**src/rtl/reg_bus_pkg.sv**
```systemverilog
// Shared definitions for the register-file access port: bus widths, the
// arbiter state encoding and register addresses used by the bus masters.
package reg_bus_pkg;

    localparam int unsigned NUM_REQ  = 3;
    localparam int unsigned ADDR_W   = 6;
    localparam int unsigned DATA_W   = 8;
    localparam int unsigned MAX_ADDR = 56;
    localparam int unsigned LOCK_MAX = 4;

    typedef enum logic [1:0] {
        StIdle,
        StIssue,
        StCapture,
        StResp
    } bus_state_e;

    // Addresses 1-3 are broadcast registers fanned out by reg_file.
    localparam logic [ADDR_W-1:0] RegAddrId      = 6'h00;
    localparam logic [ADDR_W-1:0] RegAddrBcastLo = 6'h01;
    localparam logic [ADDR_W-1:0] RegAddrBcastHi = 6'h03;
    localparam logic [ADDR_W-1:0] RegAddrCtrl    = 6'h04;
    localparam logic [ADDR_W-1:0] RegAddrAngle   = 6'h10;
    localparam logic [ADDR_W-1:0] RegAddrWdog    = 6'h20;
    localparam logic [ADDR_W-1:0] RegAddrLast    = 6'h38;

endpackage

```
**src/rtl/rr_picker.sv**
```systemverilog
// Combinational round-robin picker: first set request strictly after the
// pointer, searching upward with wrap; the pointer slot itself is checked last.
module rr_picker #(
    parameter int unsigned N    = 3,
    parameter int unsigned IdxW = (N > 1) ? $clog2(N) : 1
) (
    input  logic [N-1:0]    req,
    input  logic [IdxW-1:0] ptr,
    output logic [N-1:0]    grant,
    output logic [IdxW-1:0] idx,
    output logic            valid
);

    always_comb begin
        int unsigned c;
        c     = 0;
        grant = '0;
        idx   = '0;
        valid = 1'b0;
        for (int unsigned i = 1; i <= N; i++) begin
            c = (32'(ptr) + i) % N;
            if (!valid && req[c]) begin
                valid    = 1'b1;
                grant[c] = 1'b1;
                idx      = IdxW'(c);
            end
        end
    end

endmodule

```
**src/rtl/reg_bus_arbiter.sv**
```systemverilog
// Round-robin arbiter sharing the single reg_file access port between bus
// masters, with a bounded ownership lock and out-of-range address rejection.
module reg_bus_arbiter #(
    parameter int unsigned NUM_REQ  = reg_bus_pkg::NUM_REQ,
    parameter int unsigned ADDR_W   = reg_bus_pkg::ADDR_W,
    parameter int unsigned DATA_W   = reg_bus_pkg::DATA_W,
    parameter int unsigned MAX_ADDR = reg_bus_pkg::MAX_ADDR,
    parameter int unsigned LOCK_MAX = reg_bus_pkg::LOCK_MAX
) (
    input  logic                      clock,
    input  logic                      reset,
    input  logic [NUM_REQ-1:0]        req,
    input  logic [NUM_REQ-1:0]        req_we,
    input  logic [NUM_REQ-1:0]        req_lock,
    input  logic [NUM_REQ*ADDR_W-1:0] req_addr,
    input  logic [NUM_REQ*DATA_W-1:0] req_wdata,
    output logic [NUM_REQ-1:0]        ack,
    output logic                      err,
    output logic [DATA_W-1:0]         rdata,
    output logic [NUM_REQ-1:0]        grant,
    output logic [ADDR_W-1:0]         bus_addr,
    output logic                      bus_write_en,
    output logic [DATA_W-1:0]         bus_wr_data,
    output logic                      bus_read_en,
    input  logic [DATA_W-1:0]         bus_rd_data
);

    import reg_bus_pkg::*;

    localparam int unsigned IdxW = $clog2(NUM_REQ);
    localparam int unsigned CntW = $clog2(LOCK_MAX + 1);

    bus_state_e         state_q, state_d;
    logic [IdxW-1:0]    ptr_q, ptr_d;
    logic [IdxW-1:0]    owner_q, owner_d;
    logic [IdxW-1:0]    lock_owner_q, lock_owner_d;
    logic               lock_valid_q, lock_valid_d;
    logic [CntW-1:0]    lock_cnt_q, lock_cnt_d;
    logic [NUM_REQ-1:0] grant_q, grant_d;
    logic [ADDR_W-1:0]  addr_q, addr_d;
    logic [DATA_W-1:0]  wdata_q, wdata_d;
    logic [DATA_W-1:0]  rdata_q, rdata_d;
    logic               we_q, we_d;
    logic               lock_q, lock_d;
    logic               legal_q, legal_d;

    logic [NUM_REQ-1:0] pick_grant;
    logic [IdxW-1:0]    pick_idx;
    logic               any_req;
    logic               lock_hit;
    logic [NUM_REQ-1:0] lock_onehot;
    logic [IdxW-1:0]    win_idx;
    logic [ADDR_W-1:0]  win_addr;

    rr_picker #(
        .N    (NUM_REQ),
        .IdxW (IdxW)
    ) u_picker (
        .req   (req),
        .ptr   (ptr_q),
        .grant (pick_grant),
        .idx   (pick_idx),
        .valid (any_req)
    );

    always_comb begin
        lock_hit = lock_valid_q && req[lock_owner_q] && (lock_cnt_q < CntW'(LOCK_MAX));
        lock_onehot = '0;
        lock_onehot[lock_owner_q] = 1'b1;
        win_idx  = lock_hit ? lock_owner_q : pick_idx;
        win_addr = req_addr[win_idx*ADDR_W +: ADDR_W];
    end

    always_comb begin
        state_d      = state_q;
        ptr_d        = ptr_q;
        owner_d      = owner_q;
        lock_owner_d = lock_owner_q;
        lock_valid_d = lock_valid_q;
        lock_cnt_d   = lock_cnt_q;
        grant_d      = grant_q;
        addr_d       = addr_q;
        wdata_d      = wdata_q;
        rdata_d      = rdata_q;
        we_d         = we_q;
        lock_d       = lock_q;
        legal_d      = legal_q;

        unique case (state_q)
            StIdle: begin
                if (any_req) begin
                    state_d = StIssue;
                    ptr_d   = win_idx;
                    owner_d = win_idx;
                    grant_d = lock_hit ? lock_onehot : pick_grant;
                    addr_d  = win_addr;
                    wdata_d = req_wdata[win_idx*DATA_W +: DATA_W];
                    we_d    = req_we[win_idx];
                    lock_d  = req_lock[win_idx];
                    legal_d = 32'(win_addr) <= MAX_ADDR;
                    // An exhausted lock has just been skipped; its budget restarts.
                    if (lock_valid_q && lock_cnt_q >= CntW'(LOCK_MAX)) begin
                        lock_cnt_d = '0;
                    end
                end
            end
            StIssue: begin
                state_d = StCapture;
            end
            StCapture: begin
                state_d = StResp;
                if (!we_q) begin
                    rdata_d = legal_q ? bus_rd_data : '0;
                end
            end
            StResp: begin
                state_d = StIdle;
                grant_d = '0;
                if (lock_q) begin
                    lock_valid_d = 1'b1;
                    lock_owner_d = owner_q;
                    // A new lock holder starts its own count of consecutive grants.
                    lock_cnt_d   = (lock_valid_q && lock_owner_q == owner_q) ?
                                   lock_cnt_q + 1'b1 : CntW'(1);
                end else begin
                    lock_valid_d = 1'b0;
                    lock_cnt_d   = '0;
                end
            end
            default: state_d = StIdle;
        endcase
    end

    always_ff @(posedge clock) begin
        if (reset) begin
            state_q      <= StIdle;
            ptr_q        <= IdxW'(NUM_REQ - 1);
            owner_q      <= '0;
            lock_owner_q <= '0;
            lock_valid_q <= 1'b0;
            lock_cnt_q   <= '0;
            grant_q      <= '0;
            addr_q       <= '0;
            wdata_q      <= '0;
            rdata_q      <= '0;
            we_q         <= 1'b0;
            lock_q       <= 1'b0;
            legal_q      <= 1'b0;
        end else begin
            state_q      <= state_d;
            ptr_q        <= ptr_d;
            owner_q      <= owner_d;
            lock_owner_q <= lock_owner_d;
            lock_valid_q <= lock_valid_d;
            lock_cnt_q   <= lock_cnt_d;
            grant_q      <= grant_d;
            addr_q       <= addr_d;
            wdata_q      <= wdata_d;
            rdata_q      <= rdata_d;
            we_q         <= we_d;
            lock_q       <= lock_d;
            legal_q      <= legal_d;
        end
    end

    assign grant        = grant_q;
    assign ack          = (state_q == StResp) ? grant_q : '0;
    assign err          = (state_q == StResp) && !legal_q;
    assign rdata        = rdata_q;
    assign bus_addr     = addr_q;
    assign bus_wr_data  = wdata_q;
    assign bus_write_en = (state_q == StIssue) && we_q && legal_q;
    assign bus_read_en  = (state_q == StIssue) && !we_q && legal_q;

endmodule

```
**config.mk**
```make
export PLATFORM = sky130hd
export DESIGN_NAME = reg_bus_arbiter
export DESIGN_NICKNAME = d
export VERILOG_FILES = /design/src/rtl/reg_bus_pkg.sv /design/src/rtl/rr_picker.sv /design/src/rtl/reg_bus_arbiter.sv
export SDC_FILE = /design/constraint.sdc
export NUM_CORES = 1
export LEC_CHECK = 0
export BUFFER_PORTS_ARGS = -buffer_cell sky130_fd_sc_hd__clkbuf_2
export CAP_MARGIN = 15
export CORE_MARGIN = 4
export CORE_UTILIZATION = 53
export CTS_BUF_LIST = sky130_fd_sc_hd__clkbuf_4 sky130_fd_sc_hd__clkbuf_8 sky130_fd_sc_hd__clkbuf_16
export CTS_CLUSTER_SIZE = 16
export DETAILED_ROUTE_END_ITERATION = 6
export PLACE_DENSITY = 0.95
export SYNTH_ARGS = -nofsm -noshare
export SYNTH_HDL_FRONTEND = slang
export SYNTH_SLANG_ARGS = --single-unit
```
**constraint.sdc**
```tcl
create_clock -name clock -period 8.4 [get_ports clock]
set_clock_uncertainty 0.2 [all_clocks]
set_input_delay 1.26 -clock clock [delete_from_list [all_inputs] [get_ports clock]]
set_output_delay 1.26 -clock clock [all_outputs]
set_load 0.01 [all_outputs]
```
=== After elaboration in Yosys (flattened, before gate mapping) ===
Cells that the tools add are included.
W data, S select, Z words.

* Equal/unequal tests: 6
* Divide/modulo/power cells: 3
* $mul: 1
* Bitwise logic cells: 3
* Muxes and demuxes: 43
* Shifts and indexed selects: 2
* Reductions and logical operators: 26
* Add/sub/neg operators: 4
* $lt $le $gt $ge: 12

{| class="wikitable"
|+ Operators by type and width
! cell !! count
|-
| $ge A32 B1 Y1 const B || 3
|-
| $lt A32 B3 Y1 const B || 3
|-
| $mod A32 B2 Y32 const B || 3
|-
| $mux W3 || 10
|-
| $shiftx A24 B6 Y8 || 1
|-
| $shiftx A18 B6 Y6 || 1
|-
| $logic_and A1 B1 Y1 || 15
|-
| $mux W1 || 14
|-
| $bmux W1 S2 || 6
|-
| $pmux W3 S2 || 2
|-
| $mux W2 || 5
|-
| $demux W1 S2 || 4
|-
| $mux W8 || 1
|-
| $pmux W2 S4 || 1
|-
| $reduce_and A2 Y1 || 4
|-
| $add A2 B2 Y3 const B || 2
|-
| $le A6 B6 Y1 const B || 1
|-
| $lt A2 B3 Y1 const B || 2
|-
| $or A3 B3 Y3 || 2
|-
| $eq A2 B2 Y1 const B || 2
|-
| $logic_not A1 Y1 || 4
|-
| $mul A2 B2 Y4 const B || 1
|-
| $ne A2 B2 Y1 const B || 2
|-
| $add A2 B1 Y3 const B || 1
|-
| other kinds (10) || 10
|}

* Output and inout port bits: 31
* Memories kept: 0
* RAM bits: 0
* Word-level logic and storage cells: 113
* Input bits: 61
* Bits in latches: 0
* Bits in read-only memories: 0
* Register bits: 40

=== Logic depth before layout (Yosys ltp) ===
Gate-level depths: netlist of the first run.

* Depth in word-level cells: 15
* Mapped depth: 12
* Depth with buffers taken out: 9

=== By module ===
From an unflattened synthesis of the first run, not the netlist that was laid out.

* Cell total of the unflattened synthesis: 288
* Area, all modules: 2539.9 sq um

{| class="wikitable"
|+ Modules (own cells, without submodules)
! module !! sequential area each (sq um) !! times used !! area each (sq um) !! cells each
|-
| reg_bus_arbiter || 780.7 || 1 || 2258.4 || 248
|-
| rr_picker || 0.0 || 1 || 281.5 || 40
|}

=== Least setup slack after synthesis of the first run ===
Ideal clock, no wire load.

* Path type: input port to flip-flop
* Start: input req[0]
* End: register legal_q
* Slack: 5.182 ns
* Setup time: 0.134 ns
* Data required time: 8.066 ns
* Arrival time: 2.885 ns
* Stages on the path: 8
* Path buffers: 1
* Cell sequence: mux2_4 -> mux2i_4 -> nand4_2 -> a31o_1 -> buf_6 -> or3b_4 -> a211oi_2 -> a31oi_1

* Word-level cells in the longest chain between the ends: 13
* Elaborated cells between the ends (all ways): 25
* Classes of those cells: mul (1); order compare (1); shift (1); mux (15); reduce/logical (7)

{| class="wikitable"
|+ Ends and longest elaborated chain
! element !! RTL line !! RTL
|-
| from (decl) || reg_bus_arbiter.sv:12 || <nowiki>input logic [NUM_REQ-1:0] req,</nowiki>
|-
| $bmux W1 S2 || rr_picker.sv:22 || <nowiki>if (!valid && req[c]) begin</nowiki>
|-
| $mux W1 (not written as such) || rr_picker.sv:22 ||
|-
| $mux W1 || rr_picker.sv:22 ||
|-
| $logic_not A1 Y1 || rr_picker.sv:22 ||
|-
| $logic_and A1 B1 Y1 || rr_picker.sv:22 ||
|-
| $mux W1 || rr_picker.sv:22 ||
|-
| $logic_not A1 Y1 || rr_picker.sv:22 ||
|-
| $logic_and A1 B1 Y1 || rr_picker.sv:22 ||
|-
| $mux W2 || rr_picker.sv:22 ||
|-
| $mux W2 || reg_bus_arbiter.sv:70 || <nowiki>win_idx = lock_hit ? lock_owner_q : pick_idx;</nowiki>
|-
| $mul A2 B2 Y4 || reg_bus_arbiter.sv:71 || <nowiki>win_addr = req_addr[win_idx*ADDR_W +: ADDR_W];</nowiki>
|-
| $shiftx A18 B6 Y6 || reg_bus_arbiter.sv:71 ||
|-
| $le A6 B6 Y1 || reg_bus_arbiter.sv:100 || <nowiki>legal_d = 32'(win_addr) <= MAX_ADDR;</nowiki>
|-
| to (signal assigned) || reg_bus_arbiter.sv:162 || <nowiki>legal_q <= legal_d;</nowiki>
|-
| to (decl) || reg_bus_arbiter.sv:45 || <nowiki>logic legal_q, legal_d;</nowiki>
|}

Parallel ways exist; a longest one is shown, timed or not. The select of a mux whose other input is x is not followed.
A chain may end at the register's enable or synchronous reset.

=== Worst setup path after layout of the first run ===
* Start: input req[1]
* End: register addr_q[4], in the netlist bus_addr[4]

* Word-level cells in the longest chain between the ends: 12
* Elaborated cells between the ends (all ways): 24
* Classes of those cells: mul (1); shift (1); mux (15); reduce/logical (7)

{| class="wikitable"
|+ Ends and longest elaborated chain
! element !! RTL line !! RTL
|-
| $bmux W1 S2 || rr_picker.sv:22 ||
|-
| $mux W1 (not written as such) || rr_picker.sv:22 ||
|-
| $mux W1 || rr_picker.sv:22 ||
|-
| $logic_not A1 Y1 || rr_picker.sv:22 ||
|-
| $logic_and A1 B1 Y1 || rr_picker.sv:22 ||
|-
| $mux W1 || rr_picker.sv:22 ||
|-
| $logic_not A1 Y1 || rr_picker.sv:22 ||
|-
| $logic_and A1 B1 Y1 || rr_picker.sv:22 ||
|-
| $mux W2 || rr_picker.sv:22 ||
|-
| $mux W2 || reg_bus_arbiter.sv:70 ||
|-
| $mul A2 B2 Y4 || reg_bus_arbiter.sv:71 ||
|-
| $shiftx A18 B6 Y6 || reg_bus_arbiter.sv:71 ||
|-
| to (signal assigned) || reg_bus_arbiter.sv:157 || <nowiki>addr_q <= addr_d;</nowiki>
|-
| to (decl) || reg_bus_arbiter.sv:40 || <nowiki>logic [ADDR_W-1:0] addr_q, addr_d;</nowiki>
|}

Parallel ways exist; a longest one is shown, timed or not. The select of a mux whose other input is x is not followed.

==> out/qor.yml, run 1 <==
status: "complete, no violations"
holdPathStages: 2
yosysWarnings: 0
synth_commonest_cells: "dfxtp_1, nand2_1, nor2_1"
max-slew-margin-rel: 0.2427
dp_hpwl_mm: 4.966
wl_per_cell_um: 15.08
vdd_drop_max_mv: 0.2078
power.total_uw: 1086
p_sw_uw: 492.7
initial_core_util: 0.5505
synth_top_area_cell: "dfxtp_1"
clock_power_share: 0.145
worst_slew_pin_slew_ns: 1.136
finalNetCount: 448
areaGrowthSynthToFinish_pct: 22.55
p_sw_frac: 0.4537
ys_ff_latch: 39
grt_pass1_vias: 2188
final.min_clock_period_ns: 3.544
port_buffers: 91
synth_edf_count: 0
end_kind: "register"
antenna_found_initial: 0
cts_setup_buffers: 0
die_w_um: 75.48
diodes: 0
drt_first_pass_iters: 4
ys_types: 48
finalHoldViolCount: 0
route.detailed.drc: 0
p_per_area_nw_per_um2: 367.2
crit_required_ns: 8.42
fill_cells: 373
finalSetupViolCount: 0
cts_hold_buf: 0
dr_total_vias: 2488
synth_nets: 370
path_class: "in2reg"
slew_viol_final: 0
yosys.area.top_type_share: 0.3235
ys_seq_area_frac: 0.3235
drt-initial-drc-count: 226
arrival_ns: 3.56
cts-htree-levels: 2
pwr-share-comb: 0.603
synth_flop_cell: "dfxtp_1"
share_seq_of_total_power: 0.252
p_int_uw: 593.3
path_max_fanout: 18
cts-resized-gates: 0
syn_inst: 299
root_buffer: "clkbuf_8"
grt_max_degree: 40
synth.most_common_cell: "dfxtp_1"
setup_tns_ns: 0
drv_cap: 0
holdCritPathClass: "reg2reg"
fmax_mhz: 282.1
synth_area_per_cell_um2: 8.072
rsz0062_at_grt: "false"
coreArea_um2: 4384
clock-sinks: 39
clk_pin_slew_worst_paths_ns: 0.08
rr_worst_depth: 9
cts_tree: "done"
gp_congestion: 0.9024
die_area_um2: 5697
start_kind: "input pin"
netlist_area_um2: 2414
rows: 24
synth-async-reset-ratio: 0
via_per_inst: 5.786
grt_usage: 0.2250
overflow: 0
grt_pass1_wl_mm: 9.811
cts_buffers: 5
whs_ns: 0.2545
die_h_um: 75.48
pin_count: 92
postRouteAntennaNets: 0
wirelength_mm: 6.485
drive_above_1_share: 0.2963
cts_buffer_depth: 2
clock_latency_ns: 0.30
synthTopCellsByArea: "dfxtp_1, mux2i_1, a21oi_1, nand2_1, nor2_1"
p_leak_uw: 0.001383
fin_crit_sh: 0.4219
==> final cells by class <==
cell class / instances / area, um^2 / area share
Timing Repair Buffer: 92 / 462.9 / 0.1565
Inverter: 9 / 33.78 / 0.01142
Sequential cell: 39 / 780.7 / 0.2640
Clock buffer: 5 / 68.82 / 0.02327
Clock inverter: 3 / 46.29 / 0.01565
Tap cell: 52 / 65.06 / 0.02200
Multi-Input combinational cell: 230 / 1500 / 0.5072
==> worst max-delay path, stage by stage <==
cell and delay [ns]:
clkbuf_2 0.16, mux2i_1 0.11, o22a_1 0.30, nand3b_1 0.19, a31o_1 0.78, a211oi_1 0.25, or3_1 0.39, a21oi_1 0.11
==> cells in the final DEF (no fill, tap or decap), drive strengths merged, types with 3 or more instances in the layout <==
master	count
a31oi	6
mux2i	23
dfxtp	39
or3	3
a21oi	28
inv	10
ha	10
a211oi	6
nand2b	3
and3	3
nand3	14
nor2	34
a311oi	5
o21ai	8
a211o	14
nor2b	4
nor3	5
nand3b	3
nand2	34
clkbuf	96
and2	4
==> state kept, by name, indices dropped and copies added (netlist names) <==
register and cells:
ptr_q 2, we_q 1, lock_valid_q 1, state_q 2
bus_wr_data 8, owner_q 1, rdata 8, lock_q 1
legal_q 1, bus_addr 6, lock_owner_q 2, grant 3
lock_cnt_q 3
==> power groups by stage <==
stage               clock [uW]  combinational, uW  sequential (uW)
finish                     157                654              274
global route               170                721              281
CTS                        159                652              274
detailed placement           0                650              278
global placement             0                632              276
floorplan                    0                514              278
==> metal layers <==
layer  vias up  track usage  share of wire
met4         0      0.07961          0.020
met2        98       0.3816           0.50
met1      1149       0.2805           0.39
met5         -            0              0
met3        16      0.05013          0.086
li1       1225            -              -
==> path summary, 6_finish.rpt <==
path                 start          end  slack [ns]
setup / recovery    req[1]  bus_addr[4]        4.86
hold / removal    rdata[5]     rdata[5]        0.25
hold reg to reg   rdata[5]     rdata[5]        0.25
setup reg to reg  ptr_q[1]      legal_q        4.91
==> metrics by stage <==
step / utilization / cells / setup WS (ns) / instance area (um^2)
detailed placement: 0.6484 / 422 / 4.547 / 2843
floorplan: - / 299 / 5.182 / 2414
finish: 0.6747 / 430 / 4.856 / 2958
global route: 0.6747 / 430 / 4.648 / 2958
global placement: 0.6484 / 422 / 4.650 / 2843
CTS: 0.6747 / 430 / 4.870 / 2958
==> logic make-up after synthesis <==
logic type               Yosys count  share of synthesized area
buffers and inverters             30                    0.05806
AND/OR/NAND/NOR                  113                     0.2219
flip-flops                        39                     0.3235
AO/OA/AOI/OAI                     80                     0.2260
XOR/XNOR                           2                   0.007259
multiplexers                      25                     0.1115
adder cells (fa/ha/maj)           10                    0.05184
Power figures use the tool's default switching activity.
==> run 2, diff against run 1 <==
--- a/config.mk
+++ b/config.mk
@@ -8,11 +8,11 @@
 export BUFFER_PORTS_ARGS = -buffer_cell sky130_fd_sc_hd__clkbuf_2
 export CAP_MARGIN = 15
 export CORE_MARGIN = 4
-export CORE_UTILIZATION = 53
+export CORE_UTILIZATION = 49
 export CTS_BUF_LIST = sky130_fd_sc_hd__clkbuf_4 sky130_fd_sc_hd__clkbuf_8 sky130_fd_sc_hd__clkbuf_16
 export CTS_CLUSTER_SIZE = 16
 export DETAILED_ROUTE_END_ITERATION = 6
-export PLACE_DENSITY = 0.95
+export PLACE_DENSITY = 0.89
 export SYNTH_ARGS = -nofsm -noshare
 export SYNTH_HDL_FRONTEND = slang
 export SYNTH_SLANG_ARGS = --single-unit
==> constraint.sdc (replaced) <==
create_clock -name clock -period 3.5 [get_ports clock]
set_clock_uncertainty 0.2 [all_clocks]
set_input_delay 0.525 -clock clock [delete_from_list [all_inputs] [get_ports clock]]
set_output_delay 0.525 -clock clock [all_outputs]
set_load 0.01 [all_outputs]
==> run 2 against run 1 <==
Wire length decreased by 0.12%. Combinational power increased by 140%. Highest routed layer unchanged. Sequential cell count unchanged. Die area increased by 7.3%. Via count increased by 1.6%.
==> out/qor.yml, run 2 (same netlist as run 1, synthesis figures left out) <==
drt-initial-drc-count: 219  # -3.1%
cts_buffer_depth: 2  # unchanged
areaGrowthSynthToFinish_pct: 23.48
clk_pin_slew_worst_paths_ns: 0.08  # about the same
grt_pass1_wl_mm: 10.06  # +2.5%
gp_congestion: 0.9920  # +9.9%
path_max_fanout: 13  # -5
finalHoldViolCount: 0  # unchanged
cts_tree: "done"
coreArea_um2: 4755  # +8.4%
antenna_found_initial: 0  # unchanged
arrival_ns: 3.00  # -0.56 ns
route.detailed.drc: 0  # unchanged
regArea_um2: 780.7  # unchanged
slew_viol_final: 0  # unchanged
drv_cap: 0  # unchanged
dp_hpwl_mm: 4.933  # -0.68%
overflow: 0  # unchanged
grt_pass1_vias: 2241  # +2.4%
rows: 25  # +4.2%
final.min_clock_period_ns: 2.984
setup_tns_ns: 0  # unchanged
cts_setup_buffers: 0  # unchanged
drive_above_1_share: 0.3037  # +0.007369
initial_core_util: 0.5076  # -0.04288
cts-htree-levels: 2  # unchanged
finalSetupViolCount: 0  # unchanged
clock-sinks: 39  # unchanged
highest_layer: "met4"
vdd_drop_max_mv: 0.4896  # +140%
die_area_um2: 6112  # +7.3%
holdCritPathClass: "reg2reg"
final_common_cell: "clkbuf_2"
wl_met2_mm: 3.363  # +3.4%
postRouteAntennaNets: 0  # unchanged
wirelength_mm: 6.477  # -0.12%
finalNetCount: 452  # +0.89%
via_per_inst: 5.633  # -2.7%
pre_cts_ws_ns: 0.5857  # -3.961 ns
wirelength_met1_mm: 2.572  # +1.1%
fmax_mhz: 335.1
status: "complete, no violations"
drt_first_pass_iters: 5  # +1
fill_cells: 404  # +8.3%
grt_usage: 0.2013  # -0.02365
dr_total_vias: 2529  # +1.6%
die_w_um: 78.18  # +3.6%
timing.final.ws_setup_ns: 0.5156  # -4.340 ns
clock_latency_ns: 0.30  # about the same
rsz0062_at_grt: "false"
cts-resized-gates: 0  # unchanged
pin_count: 92  # unchanged
path_class: "reg2reg"
start_kind: "register"
end_kind: "register"
final_cell_mix: "clkbuf_2, dfxtp_1, nand2_1, nor2_1, a21oi_1"
wl_per_cell_um: 14.43  # -4.3%
worst_slew_pin_slew_ns: 0.7800  # -0.3558 ns
cts_hold_buf: 0  # unchanged
max-slew-margin-rel: 0.4800  # +0.2373
crit_required_ns: 3.52  # -4.90 ns
grt_max_degree: 40  # unchanged
die_h_um: 78.18  # +3.6%
root_buffer: "clkbuf_8"
wl_met3_um: 382  # -31%
diodes: 0  # unchanged
cts_buffers: 5  # unchanged
port_buffers: 91  # unchanged
fin_crit_sh: 0.8527
p_leak_uw: 0.001391  # +0.62%
multiInputGateArea_um2: 1500  # unchanged
p_per_area_nw_per_um2: 862.4  # +130%
[run 2: stage by stage]
stage	total power [uW]	hold slack [ns]	util	std cells	cell area, um^2
6_report	2570	0.2536	0.6268	449	2980
5_1_grt	2768	0.2729	0.6268	449	2980
4_1_cts	2560	0.2576	0.6268	449	2980
3_5_place_dp	2245	0.2464	0.6082	441	2892
3_3_place_gp	2202	0.2379	0.6082	441	2892
2_1_floorplan	1900	0.2647	-	299	2414
[run 2: path summary, 6_finish.rpt]
path / from / end / slack (ns) / depth (start not counted)
min: rdata[0] / rdata[0] / 0.25 / 2
max: ptr_q[1] / lock_q / 0.52 / 10
max reg2reg: ptr_q[1] / lock_q / 0.52 / 10
min reg2reg: rdata[0] / rdata[0] / 0.25 / 2
[run 2: cell type report]
class | count | share of cell area
Clock buffer | 6 | 0.02561
Clock inverter | 2 | 0.004198
Inverter | 9 | 0.01134
Multi-Input combinational cell | 230 | 0.5034
Sequential cell | 39 | 0.2620
Tap cell | 67 | 0.02813
Timing Repair Buffer | 96 | 0.1654
[run 2: routing by layer]
layer  global-route usage  vias to the layer above
met5                    0                        -
met4              0.07867                        0
met3              0.04702                       14
met2               0.3596                       99
met1               0.2310                     1178
li1                     -                     1238
[run 2: worst max-delay path, stage by stage, from the launching register on]
cell and delay (ns):
dfxtp_1 0.40, inv_1 0.09, ha_1 0.32, mux2i_1 0.27, o22a_1 0.29, nand4_2 0.17
a31o_1 0.33, buf_4 0.24, mux2i_1 0.14, a211o_1 0.32, a21oi_1 0.15
[run 2: where the power goes]
part	switching, uW	internal, uW	total, uW
combinational	917	687	1600
sequential	93.1	559	652
clock	167	147	314
==> run 3, diff against run 2 <==
--- a/config.mk
+++ b/config.mk
@@ -8,11 +8,12 @@
 export BUFFER_PORTS_ARGS = -buffer_cell sky130_fd_sc_hd__clkbuf_2
 export CAP_MARGIN = 15
 export CORE_MARGIN = 4
-export CORE_UTILIZATION = 49
+export CORE_UTILIZATION = 40
 export CTS_BUF_LIST = sky130_fd_sc_hd__clkbuf_4 sky130_fd_sc_hd__clkbuf_8 sky130_fd_sc_hd__clkbuf_16
 export CTS_CLUSTER_SIZE = 16
 export DETAILED_ROUTE_END_ITERATION = 6
-export PLACE_DENSITY = 0.89
+export PLACE_DENSITY = 0.76
+export SLEW_MARGIN = 20
 export SYNTH_ARGS = -nofsm -noshare
 export SYNTH_HDL_FRONTEND = slang
 export SYNTH_SLANG_ARGS = --single-unit
==> constraint.sdc (replaced) <==
create_clock -name clock -period 3.5 [get_ports clock]
set_clock_uncertainty 0.2 [all_clocks]
set_input_delay 0 -clock clock [delete_from_list [all_inputs] [get_ports clock]]
set_output_delay 0 -clock clock [all_outputs]
set_load 0.01 [all_outputs]
==> run 3 against run 2 <==
Sequential cell count unchanged. Clock power down 1%. First-iteration DRC count down 6.4%. Worst setup slack worse by 0.32 ns. Non-clock buffer count up 46. Maximum frequency down 9.8%. Highest routed layer unchanged.
==> out/qor.yml, run 3 (same netlist as run 1, synthesis figures left out) <==
finalSetupViolCount: 0  # unchanged
final.min_clock_period_ns: 3.307  # +0.3225 ns
port_buffers: 91  # unchanged
power.total_uw: 2898  # +13%
crit_top_cell: "buf_4"
slew_viol_final: 0  # unchanged
pwr-share-comb: 0.666  # +0.042
p_leak_uw: 0.001565  # +13%
finalHoldViolCount: 0  # unchanged
die_h_um: 85.68  # +9.6%
initial_core_util: 0.4101  # -0.09756
regArea_um2: 783.3  # +0.32%
dr_total_vias: 2635  # +4.2%
antenna_found_initial: 0  # unchanged
drv_cap: 0  # unchanged
fin_crit_sh: 0.9448  # +0.09213
clk_pin_slew_worst_paths_ns: 0.08  # about the same
pin_count: 92  # unchanged
final_common_cell: "clkbuf_2"
p_sw_frac: 0.4347  # -0.02307
die_area_um2: 7341  # +20%
arrival_ns: 3.33  # +0.33 ns
cts-htree-levels: 2  # unchanged
r2r_slack_ns: 0.19  # -0.32 ns
dp_hpwl_mm: 4.936  # about the same
areaGrowthSynthToFinish_pct: 43.18
setup_tns_ns: 0  # unchanged
die_w_um: 85.68  # +9.6%
drt_first_pass_iters: 4  # -1
grt_pass1_vias: 2636  # +18%
share_seq_of_total_power: 0.228  # -0.026
gp_congestion: 0.8785  # -11%
via_per_inst: 5.239  # -7.0%
path_class: "reg2reg"
end_kind: "register"
p_int_uw: 1638  # +18%
finalNetCount: 498  # +10%
grt_usage: 0.1943  # -0.006957
overflow: 0  # unchanged
worst_slew_pin_slew_ns: 0.8030  # +0.02300 ns
fmax_mhz: 302.4  # -9.8%
cts_buffers: 5  # unchanged
holdCritPathClass: "in2reg"
grt_max_degree: 40  # unchanged
p_per_area_nw_per_um2: 838.5  # -2.8%
route.detailed.drc: 0  # unchanged
p_sw_uw: 1259  # +7.0%
final_cell_mix: "clkbuf_2, dlygate4sd3_1, dfxtp_1, nand2_1, nor2_1"
fill_cells: 511  # +26%
drive_above_1_share: 0.2944  # -0.009272
slowest_delay_ns: 0.55  # +0.15 ns
start_kind: "register"
diodes: 0  # unchanged
slowest_stage: "dlygate4sd3_1"
crit_required_ns: 3.52  # about the same
clock_latency_ns: 0.30  # about the same
critical_path.cell_chain: "inv_1 -> ha_2 -> mux2_4 -> mux2_2 -> nor3_2 -> o21ai_4 -> buf_4 -> buf_4 -> a211o_1 -> dlygate4sd3_1 -> a21oi_1"
clock-sinks: 39  # unchanged
max-slew-margin-rel: 0.4647  # -0.01533
multiInputGateArea_um2: 1515  # +1.0%
grt_pass1_wl_mm: 11.81  # +17%
wl_per_cell_um: 14.28  # -1.0%
root_buffer: "clkbuf_8"
cts_buffer_depth: 2  # unchanged
wirelength_mm: 7.181  # +11%
cts_tree: "done"
vdd_drop_max_mv: 0.4133  # -16%
postRouteAntennaNets: 0  # unchanged
rows: 28  # +12%
coreArea_um2: 5886  # +24%
path_max_fanout: 7  # -6
clock_power_share: 0.107  # -0.015
drt-initial-drc-count: 205  # -6.4%
status: "complete, no violations"
## run 3: routing by layer
layer / vias to the layer above / global-route usage / part of all wire
met1: 1202 / 0.2341 / 0.42
met3: 18 / 0.03458 / 0.057
met2: 95 / 0.3482 / 0.50
met4: 0 / 0.06331 / 0.019
li1: 1320 / - / -
met5: - / 0 / 0
## run 3: repair_timing
| item | 4_1_cts | 5_1_grt |
|---|---|---|
| setup endpoints to repair | 0 | 13 |
| hold buffers | 41 | 0 |
| setup buffers | 0 | 3 |
| endpoints found under the hold margin | 25 | 0 |
| resized for setup | 0 | 6 |
## run 3: worst paths after layout
check	end	startpoint	cells after the start
max	we_q	ptr_q[0]	11
min	bus_addr[3]	req_addr[3]	5
max reg2reg	we_q	ptr_q[0]	11
min reg2reg	rdata[2]	rdata[2]	2
## run 3: area by class of cell
cell class              instances  area share
multi-input cells             230      0.4385
well taps                      75     0.02715
inverters                       9    0.009776
clock inverters                 3    0.005793
clock buffers                   5     0.01991
repair buffers                142      0.2723
flip-flops and latches         39      0.2266
## run 3: worst max-delay path: cells and delay by family (launching register included)
family / cells / cell delay, ns
flip-flops: 1 / 0.36
adder cells (fa/ha/maj): 1 / 0.25
multiplexers: 2 / 0.64
AND/OR/NAND/NOR: 1 / 0.32
buffers and inverters: 4 / 0.95
AO/OA/AOI/OAI: 3 / 0.52
## run 3: through the flow
stage,instance area [um^2],utilization,std cells,worst slack (ns),hold WS (ns)
2_1_floorplan,2414,-,299,0.7820,-0.03249
3_3_place_gp,2917,0.4955,451,0.5720,0.05791
3_5_place_dp,2917,0.4955,451,0.4836,0.06170
4_1_cts,3416,0.5804,500,0.01376,0.009846
5_1_grt,3456,0.5872,503,-0.002606,0.04934
6_report,3456,0.5872,503,0.1932,0.002653
## run 3: power groups by stage
stage               sequential [uW]  combinational, uW  clock, uW
finish                          659               1930        310
global route                    680               2110        333
CTS                             657               1870        317
detailed placement              667               1630          0
global placement                661               1600          0
floorplan                       666               1230          0
